File: src/rtl/vote_pkg.sv
// Shared definitions for the vote frame assembler: voter count, legal id range,
// FSM state encoding and a helper that maps a voter id to its frame bit.
package vote_pkg;

  localparam int NUM_VOTERS  = 5;
  localparam int VOTE_ID_MIN = 1;
  localparam int VOTE_ID_MAX = 5;

  typedef enum logic [1:0] {
    IDLE    = 2'd0,
    COLLECT = 2'd1,
    HOLD    = 2'd2
  } vote_state_t;

  // One-hot frame mask for a voter id; all-zero for an illegal id.
  function automatic logic [NUM_VOTERS:1] vote_mask(input logic [2:0] id);
    logic [NUM_VOTERS:1] m;
    m = '0;
    for (int i = VOTE_ID_MIN; i <= VOTE_ID_MAX; i++) begin
      if (int'(id) == i) m[i] = 1'b1;
    end
    return m;
  endfunction

endpackage

File: src/rtl/vote_timer.sv
// Frame timer: restarted at the first vote of a frame, advances while the frame
// is collecting, and flags expiry on the edge that must close the frame.
module vote_timer #(
  parameter int unsigned TIMEOUT = 16
) (
  input  logic clk,
  input  logic rst,
  input  logic start,
  input  logic clear,
  input  logic enable,
  output logic expire
);

  localparam int unsigned CW = $clog2(TIMEOUT + 1);
  localparam logic [CW-1:0] LAST = CW'(TIMEOUT - 1);

  logic [CW-1:0] count_q, count_d;

  // The first vote's edge loads count 0; the edge seeing LAST closes the frame.
  assign expire = enable && (count_q == LAST);

  always_comb begin
    count_d = count_q;
    if (start || clear) begin
      count_d = '0;
    end else if (enable && !expire) begin
      count_d = count_q + CW'(1);
    end
  end

  always_ff @(posedge clk or posedge rst) begin
    if (rst) begin
      count_q <= '0;
    end else begin
      count_q <= count_d;
    end
  end

endmodule

File: src/rtl/vote_frame_assembler.sv
// Assembles five serial single-bit votes into a registered 5-bit frame for the
// downstream 3-of-5 majority stage, closing incomplete frames on timeout.
module vote_frame_assembler
  import vote_pkg::*;
#(
  parameter int unsigned TIMEOUT = 16
) (
  input  logic                  clk,
  input  logic                  rst,
  input  logic                  vote_valid,
  output logic                  vote_ready,
  input  logic [2:0]            vote_id,
  input  logic                  vote_bit,
  output logic [NUM_VOTERS:1]   x,
  output logic [NUM_VOTERS:1]   present,
  output logic                  x_valid,
  input  logic                  x_ready,
  output logic                  timed_out,
  output logic                  err,
  output vote_state_t           state_dbg
);

  // Handshakes: a transfer happens on a rising edge where valid && ready are
  // both high; valid never waits on ready, and a held frame stays unchanged
  // until it is taken.

  vote_state_t         state_q, state_d;
  logic [NUM_VOTERS:1] x_q, x_d;
  logic [NUM_VOTERS:1] present_q, present_d;
  logic                timed_out_q, timed_out_d;
  logic                err_q, err_d;

  logic [NUM_VOTERS:1] vote_sel;
  logic                vote_acc;
  logic                id_legal;
  logic                dup;
  logic                take_vote;
  logic                handshake;
  logic                frame_full;
  logic                timer_start;
  logic                timer_clear;
  logic                timer_en;
  logic                timer_expire;

  always_comb begin
    vote_sel    = vote_mask(vote_id);
    vote_acc    = vote_valid && vote_ready;
    id_legal    = |vote_sel;
    dup         = |(vote_sel & present_q);
    take_vote   = vote_acc && id_legal && !dup;
    handshake   = (state_q == HOLD) && x_ready;
    timer_start = (state_q == IDLE) && take_vote;
    timer_clear = handshake;
    timer_en    = (state_q == COLLECT);
  end

  vote_timer #(
    .TIMEOUT (TIMEOUT)
  ) u_timer (
    .clk    (clk),
    .rst    (rst),
    .start  (timer_start),
    .clear  (timer_clear),
    .enable (timer_en),
    .expire (timer_expire)
  );

  // Vote capture: illegal and duplicate votes are consumed but only raise err.
  always_comb begin
    x_d         = x_q;
    present_d   = present_q;
    timed_out_d = timed_out_q;
    err_d       = vote_acc && !take_vote;
    if (handshake) begin
      x_d         = '0;
      present_d   = '0;
      timed_out_d = 1'b0;
    end else if (take_vote) begin
      present_d = present_q | vote_sel;
      x_d       = (x_q & ~vote_sel) | (vote_bit ? vote_sel : '0);
    end
    frame_full = &present_d;
    // A vote completing the frame on the expiry edge wins over the timeout.
    if ((state_q == COLLECT) && timer_expire && !frame_full) begin
      timed_out_d = 1'b1;
    end
  end

  always_ff @(posedge clk or posedge rst) begin
    if (rst) begin
      x_q         <= '0;
      present_q   <= '0;
      timed_out_q <= 1'b0;
      err_q       <= 1'b0;
    end else begin
      x_q         <= x_d;
      present_q   <= present_d;
      timed_out_q <= timed_out_d;
      err_q       <= err_d;
    end
  end

  always_ff @(posedge clk or posedge rst) begin
    if (rst) begin
      state_q <= IDLE;
    end else begin
      state_q <= state_d;
    end
  end

  always_comb begin
    state_d = state_q;
    case (state_q)
      IDLE:    if (take_vote) state_d = COLLECT;
      COLLECT: if (frame_full || timer_expire) state_d = HOLD;
      HOLD:    if (x_ready) state_d = IDLE;
      default: state_d = IDLE;
    endcase
  end

  always_comb begin
    vote_ready = (state_q != HOLD);
    x_valid    = (state_q == HOLD);
    x          = x_q;
    present    = present_q;
    timed_out  = timed_out_q;
    err        = err_q;
    state_dbg  = state_q;
  end

endmodule

File: config.mk
export PLATFORM = sky130hd
export DESIGN_NAME = vote_frame_assembler
export DESIGN_NICKNAME = d
export VERILOG_FILES = /design/src/rtl/vote_pkg.sv /design/src/rtl/vote_timer.sv /design/src/rtl/vote_frame_assembler.sv
export SDC_FILE = /design/constraint.sdc
export NUM_CORES = 1
export LEC_CHECK = 0
export CELL_PAD_IN_SITES_DETAIL_PLACEMENT = 1
export CELL_PAD_IN_SITES_GLOBAL_PLACEMENT = 2
export CORE_UTILIZATION = 32
export DETAILED_ROUTE_END_ITERATION = 12
export GPL_TIMING_DRIVEN = 0
export PLACE_DENSITY = 0.86
export SKIP_LAST_GASP = 1
export SYNTH_ARGS = -nofsm -noshare
export SYNTH_HDL_FRONTEND = slang
export SYNTH_SLANG_ARGS = --single-unit
File: constraint.sdc
create_clock -name clk -period 4.1 [get_ports clk]
set_input_delay 0.615 -clock clk [delete_from_list [all_inputs] [get_ports clk]]
set_output_delay 0.615 -clock clk [all_outputs]
set_load 0.02 [all_outputs]
; After elaboration in Yosys (flattened, before gate mapping)
; Cells that the tools add are included.
[totals]
regBits = 19
in_bits = 8
wordCells = 66
out_inout_bits = 16
[op_classes]
mux = 18
eq_ne = 12
n_addsub = 1
bitwise_logic = 5
n_reduce_logical = 24
[op_table]
columns = operator, count
row1 = 5-bit 2-to-1 mux, 7
row2 = "3-bit == test, second input constant", 4
row3 = 5-bit AND, 2
row4 = 1-bit logical AND, 10
row5 = 5-bit OR, 2
row6 = 5-bit OR reduction, 2
row7 = 1-bit 2-to-1 mux, 7
row8 = 2-bit 2-to-1 mux, 3
row9 = "2-bit != test, second input constant", 3
row10 = 2-bit one-hot mux with 3 select lines, 1
row11 = 2-bit nonzero test, 3
row12 = "5-bit by 1-bit adder with 5-bit output, second input constant", 1
row13 = "5-bit by 4-bit == test with 1-bit output, second input constant", 1
row14 = 5-bit inverter, 1
row15 = 5-bit AND reduction, 1
row16 = 1-bit logical NOT, 4
row17 = "3-bit by 2-bit == test with 1-bit output, second input constant", 1
row18 = 3-bit AND reduction, 1
row19 = "2-bit by 1-bit == test with 1-bit output, second input constant", 1
row20 = "2-bit == test, second input constant", 1
row21 = 2-bit logical NOT, 1
row22 = 1-bit logical OR, 2
row23 = "2-bit by 1-bit != test with 1-bit output, second input constant", 1

; Depth between registers and ports, before layout
[depth]
depth_word = 12
mapped_depth = 7
depth_no_buf = 7

; Hierarchy
; A second synthesis with hierarchy kept.
[unflattened]
cells_unflattened = 109
area_unflattened_um2 = 1011.0
[by_module_without_submodules]
columns = mod, cells_each, area_per_inst_um2, instances, seq_area_each_um2
row1 = vote_frame_assembler, 81, 733.2, 1, 350.3
row2 = vote_timer, 28, 277.8, 1, 125.1

; Worst setup path before layout
; No wires, ideal clock.
[synth_timing]
path_type = register -> register
from = register state_q[1], in the netlist state_dbg[1]
to = register timed_out_q, in the netlist timed_out
t_arrival_ns = 1.994
t_required_ns = 3.978
n_path_buf = 1
period_less_slack_ns = 2.116
path_slack_ns = 1.984
path_stages_with_launch = 6
setup_ns = 0.122
path_cell_list = dfrtp_1 > nor2b_1 > buf_6 > or4_1 > a2111o_1 > a32o_1
[synth_between]
word_cells_on_any_way = 16
cone_classes = 3 x eq/ne / 3 x mux / 10 x reduce/logical
[synth_lines]
columns = element, line
row1 = start: declaration, vote_frame_assembler.sv:27  ; vote_state_t state_q, state_d;
row2 = start signal: assignment, vote_frame_assembler.sv:107  ; state_q <= state_d;
row3 = 2-bit == test (*), -
row4 = net x_valid, vote_frame_assembler.sv:16  ; output logic x_valid,
row5 = 1-bit logical AND (*), vote_frame_assembler.sv:51  ; handshake = (state_q == HOLD) && x_ready;
row6 = 5-bit 2-to-1 mux, vote_frame_assembler.sv:74  ; if (handshake) begin
row7 = 5-bit AND reduction, vote_frame_assembler.sv:82  ; frame_full = &present_d;
row8 = 1-bit logical NOT, vote_frame_assembler.sv:84  ; if ((state_q == COLLECT) && timer_expire && !frame_full) begin
row9 = 1-bit logical AND, vote_frame_assembler.sv:84
row10 = 1-bit 2-to-1 mux or 2-bit nonzero test (tied branches), -
row11 = end signal: assignment, vote_frame_assembler.sv:98  ; timed_out_q <= timed_out_d;
row12 = end: declaration, vote_frame_assembler.sv:30  ; logic timed_out_q, timed_out_d;
; The timed path passes the listed nets; every way through them passes the cells marked *.
; A chain may end at the register's enable or synchronous reset.

; Worst setup path after layout
[layout_timing]
from = register state_q[1], in the netlist state_dbg[1]
to = output port vote_ready
[layout_between]
elab_chain_len = 1
[layout_lines]
columns = element, line
row1 = 2-bit != test, vote_frame_assembler.sv:122  ; vote_ready = (state_q != HOLD);
row2 = end: declaration, vote_frame_assembler.sv:11  ; output logic vote_ready,
; Every way passes these cells.

==> results.yml <==
place:
  dp_cells: 174
  dp_hpwl_um: 2040
  port_buffers: 23
  globalplace.congestion: 0.801
floorplan:
  initial_core_util_pct: 33.9
  io_pins: 24
  dieArea_mm2: 0.00347
  die_x_um: 58.9
  core_region_area_mm2: 0.00305
  rows: 20
  die_y_um: 58.9
clock_tree:
  clk_pin_slew_ns: 0.12
  numCtsBuffers: 3
  cts_hold_buf: 0
  clock_sinks: 19
  cts.htree.levels: 1
  cts_tree: "built"
  cts_max_path_buffers: 2
  root_buffer: "clkbuf_4"
  cts_resized: 0
  post_cts_buffers: 0
  clk_latency_ns: 0.30
detailed_routing:
  drt_iter0_drc: 21
  drc: 0
  ant_nets: 0
  drt-total-wl_um: 2680
  num_vias: 892
  wl_met2_um: 1270
  route.met3.wl_um: 48
  viasPerCell: 5.01
  top_layer: "met4"
  dr.pass1.iters: 2
  met1_length_um: 1320
  routedWlPerCell_um: 15.1
grt:
  grt.overflow.total: 0
  track_usage_pct: 17.4
  grt_max_degree: 20
  antenna_found_initial: 0
  grt_pass1_wl_um: 4440
  grt_pass1_vias: 897
final_layout:
  fin_util_pct: 44.1
  stdcell_count: 178
  area_growth_pct: 30.2
  nFillCells: 368
  drive_above_1_share_pct: 5.22
  n_antenna_cell: 0
  nets: 145
critical_path:
  critPathRequiredTime_ns: 3.48
  crit_type: "flip-flop to output pin"
  arrival_ns: 1.96
  start_kind: "flip-flop"
  crit_fanout: 10
  end_kind: "output pin"
timing:
  timing.hold.ws_ns: 0.544
  fin_crit_ns: 2.58
  tightest_slew_ns: 0.870
  period_share_pct: 62.8
  setup_viol: 0
  fin_skew_ns: 0.00231
  hold_violations: 0
  finalSetupTns_ns: 0
  worst_slew_margin_rel_pct: 41.9
  maxSlewViolCount: 0
  fmax_mhz: 388
  rsz0062_at_grt: "false"
job:
  maxCapViolations: 0
synth:
  seq_area_frac_synth_pct: 45.9
  synthCells: 107
  yosys_register_bits: 19
  synth-edff-count: 0
  yosysWarningCount: 0
  ys_async_sr_fraction_pct: 100
  syn_nets: 117
  synth-main-ff-cell: "dfrtp_1"
  synth_cell_type_count: 35
  avgSynthCellArea_um2: 9.67
  synth_area_mm2: 0.00103
pwr:
  p_leak_nw: 0.590
  powerDensity_mw_per_mm2: 672
  vdd_drop_max_mv: 0.266
outcome:
  status: "complete, no violations"
worst_hold_path:
  hp-class: "flip-flop to flip-flop"
==> cells in the mapped netlist, types with 2 or more instances <==
cell type | count | area (µm²)
dfrtp_1 | 19 | 475
nor2_1 | 17 | 63.8
inv_1 | 8 | 30.0
nand2_1 | 8 | 30.0
mux2i_1 | 7 | 70.1
nor2b_1 | 6 | 37.5
nand2b_1 | 4 | 25.0
a31oi_1 | 3 | 18.8
a21oi_1 | 2 | 10.0
ha_1 | 2 | 25.0
nand4_1 | 2 | 12.5
nor3b_1 | 2 | 15.0
nor4_1 | 2 | 12.5
o221ai_1 | 2 | 17.5
or4_1 | 2 | 15.0
xor2_1 | 2 | 17.5
==> power breakdown <==
group	internal, W	leakage, nW	switching, W	total (W)
Combinational	0.000220	0.338	0.000241	0.000462
Sequential	0.000265	0.234	0.0000777	0.000343
Clock	0.0000364	0.0177	0.0000637	0.000100
==> worst max-delay path, stage by stage (launching register included) <==
cell	delay, ns
dfrtp_1	0.48
nor2b_1	0.17
buf_6	0.14
inv_1	0.20
clkdlybuf4s50_1	0.65
==> logic make-up (layout without fill, tap and decap cells) <==
logic type               count (synthesis)  count (layout)  share of synthesized area [%]
XOR/XNOR                                 3               3                           2.54
AND/OR/NAND/NOR                         49              49                           24.9
flip-flops                              19              19                           45.9
multiplexers                             8               8                           7.86
AO/OA/AOI/OAI                           16              16                           12.0
buffers and inverters                   10              37                           4.35
adder cells (fa/ha/maj)                  2               2                           2.42
==> through the flow <==
| step | cell area (µm²) | power, W | worst slack (ns) |
|---|---|---|---|
| CTS | 1350 | 0.000917 | 1.52 |
| finish | 1350 | 0.000905 | 1.52 |
| floorplan | 1030 | 0.000608 | 1.98 |
| global placement | 1320 | 0.000792 | 1.29 |
| global route | 1350 | 0.000979 | 1.46 |
| detailed placement | 1320 | 0.000815 | 1.24 |
==> layout make-up <==
class	count	area [µm²]	area share (%)
inverter	8	30.0	2.23
clock buffer	3	22.5	1.67
buffer	2	15.0	1.11
sequential	19	475	35.3
tap	44	55.1	4.09
timing repair buffer	23	230	17.1
multi-input combinational	78	514	38.2
clock inverter	1	5.00	0.371
==> sequential cells by signal (all words and copies together), names as in the netlist <==
signal,cells
timed_out,1
state_dbg,2
x,5
err,1
u_timer.count_q,5
present,5
==> final timing paths <==
check / startpoint / cells after the start / to / slack [ns]
max reg2reg: u_timer.count_q[0] / 7 / u_timer.count_q[3] / 1.77
max in group asynchronous: rst / 2 / present[5] / 2.92
min: x[1] / 2 / x[1] / 0.54
max: state_dbg[1] / 4 / vote_ready / 1.52
min in group asynchronous: rst / 2 / u_timer.count_q[0] / 0.72
min reg2reg: x[1] / 2 / x[1] / 0.54
==> cell usage in the layout (no fill, tap or decap), types with 2 or more instances in the layout <==
| master | Yosys | routed |
|---|---|---|
| clkdlybuf4s50_1 | 0 | 23 |
| dfrtp_1 | 19 | 19 |
| nor2_1 | 17 | 17 |
| inv_1 | 8 | 8 |
| nand2_1 | 8 | 8 |
| mux2i_1 | 7 | 7 |
| nor2b_1 | 6 | 6 |
| nand2b_1 | 4 | 4 |
| a31oi_1 | 3 | 3 |
| clkbuf_4 | 0 | 3 |
| nor3b_1 | 2 | 2 |
| o221ai_1 | 2 | 2 |
| or4_1 | 2 | 2 |
| xor2_1 | 2 | 2 |
| nand4_1 | 2 | 2 |
| a21oi_1 | 2 | 2 |
| nor4_1 | 2 | 2 |
| ha_1 | 2 | 2 |
==> per-layer routing <==
layer | up-vias | global-route usage [%]
met4 | 0 | 7.14
met1 | 440 | 23.8
met2 | 13 | 28.1
li1 | 435 | -
met3 | 4 | 1.98
met5 | - | 0
Note: power is estimated with default switching activity, not from simulation.
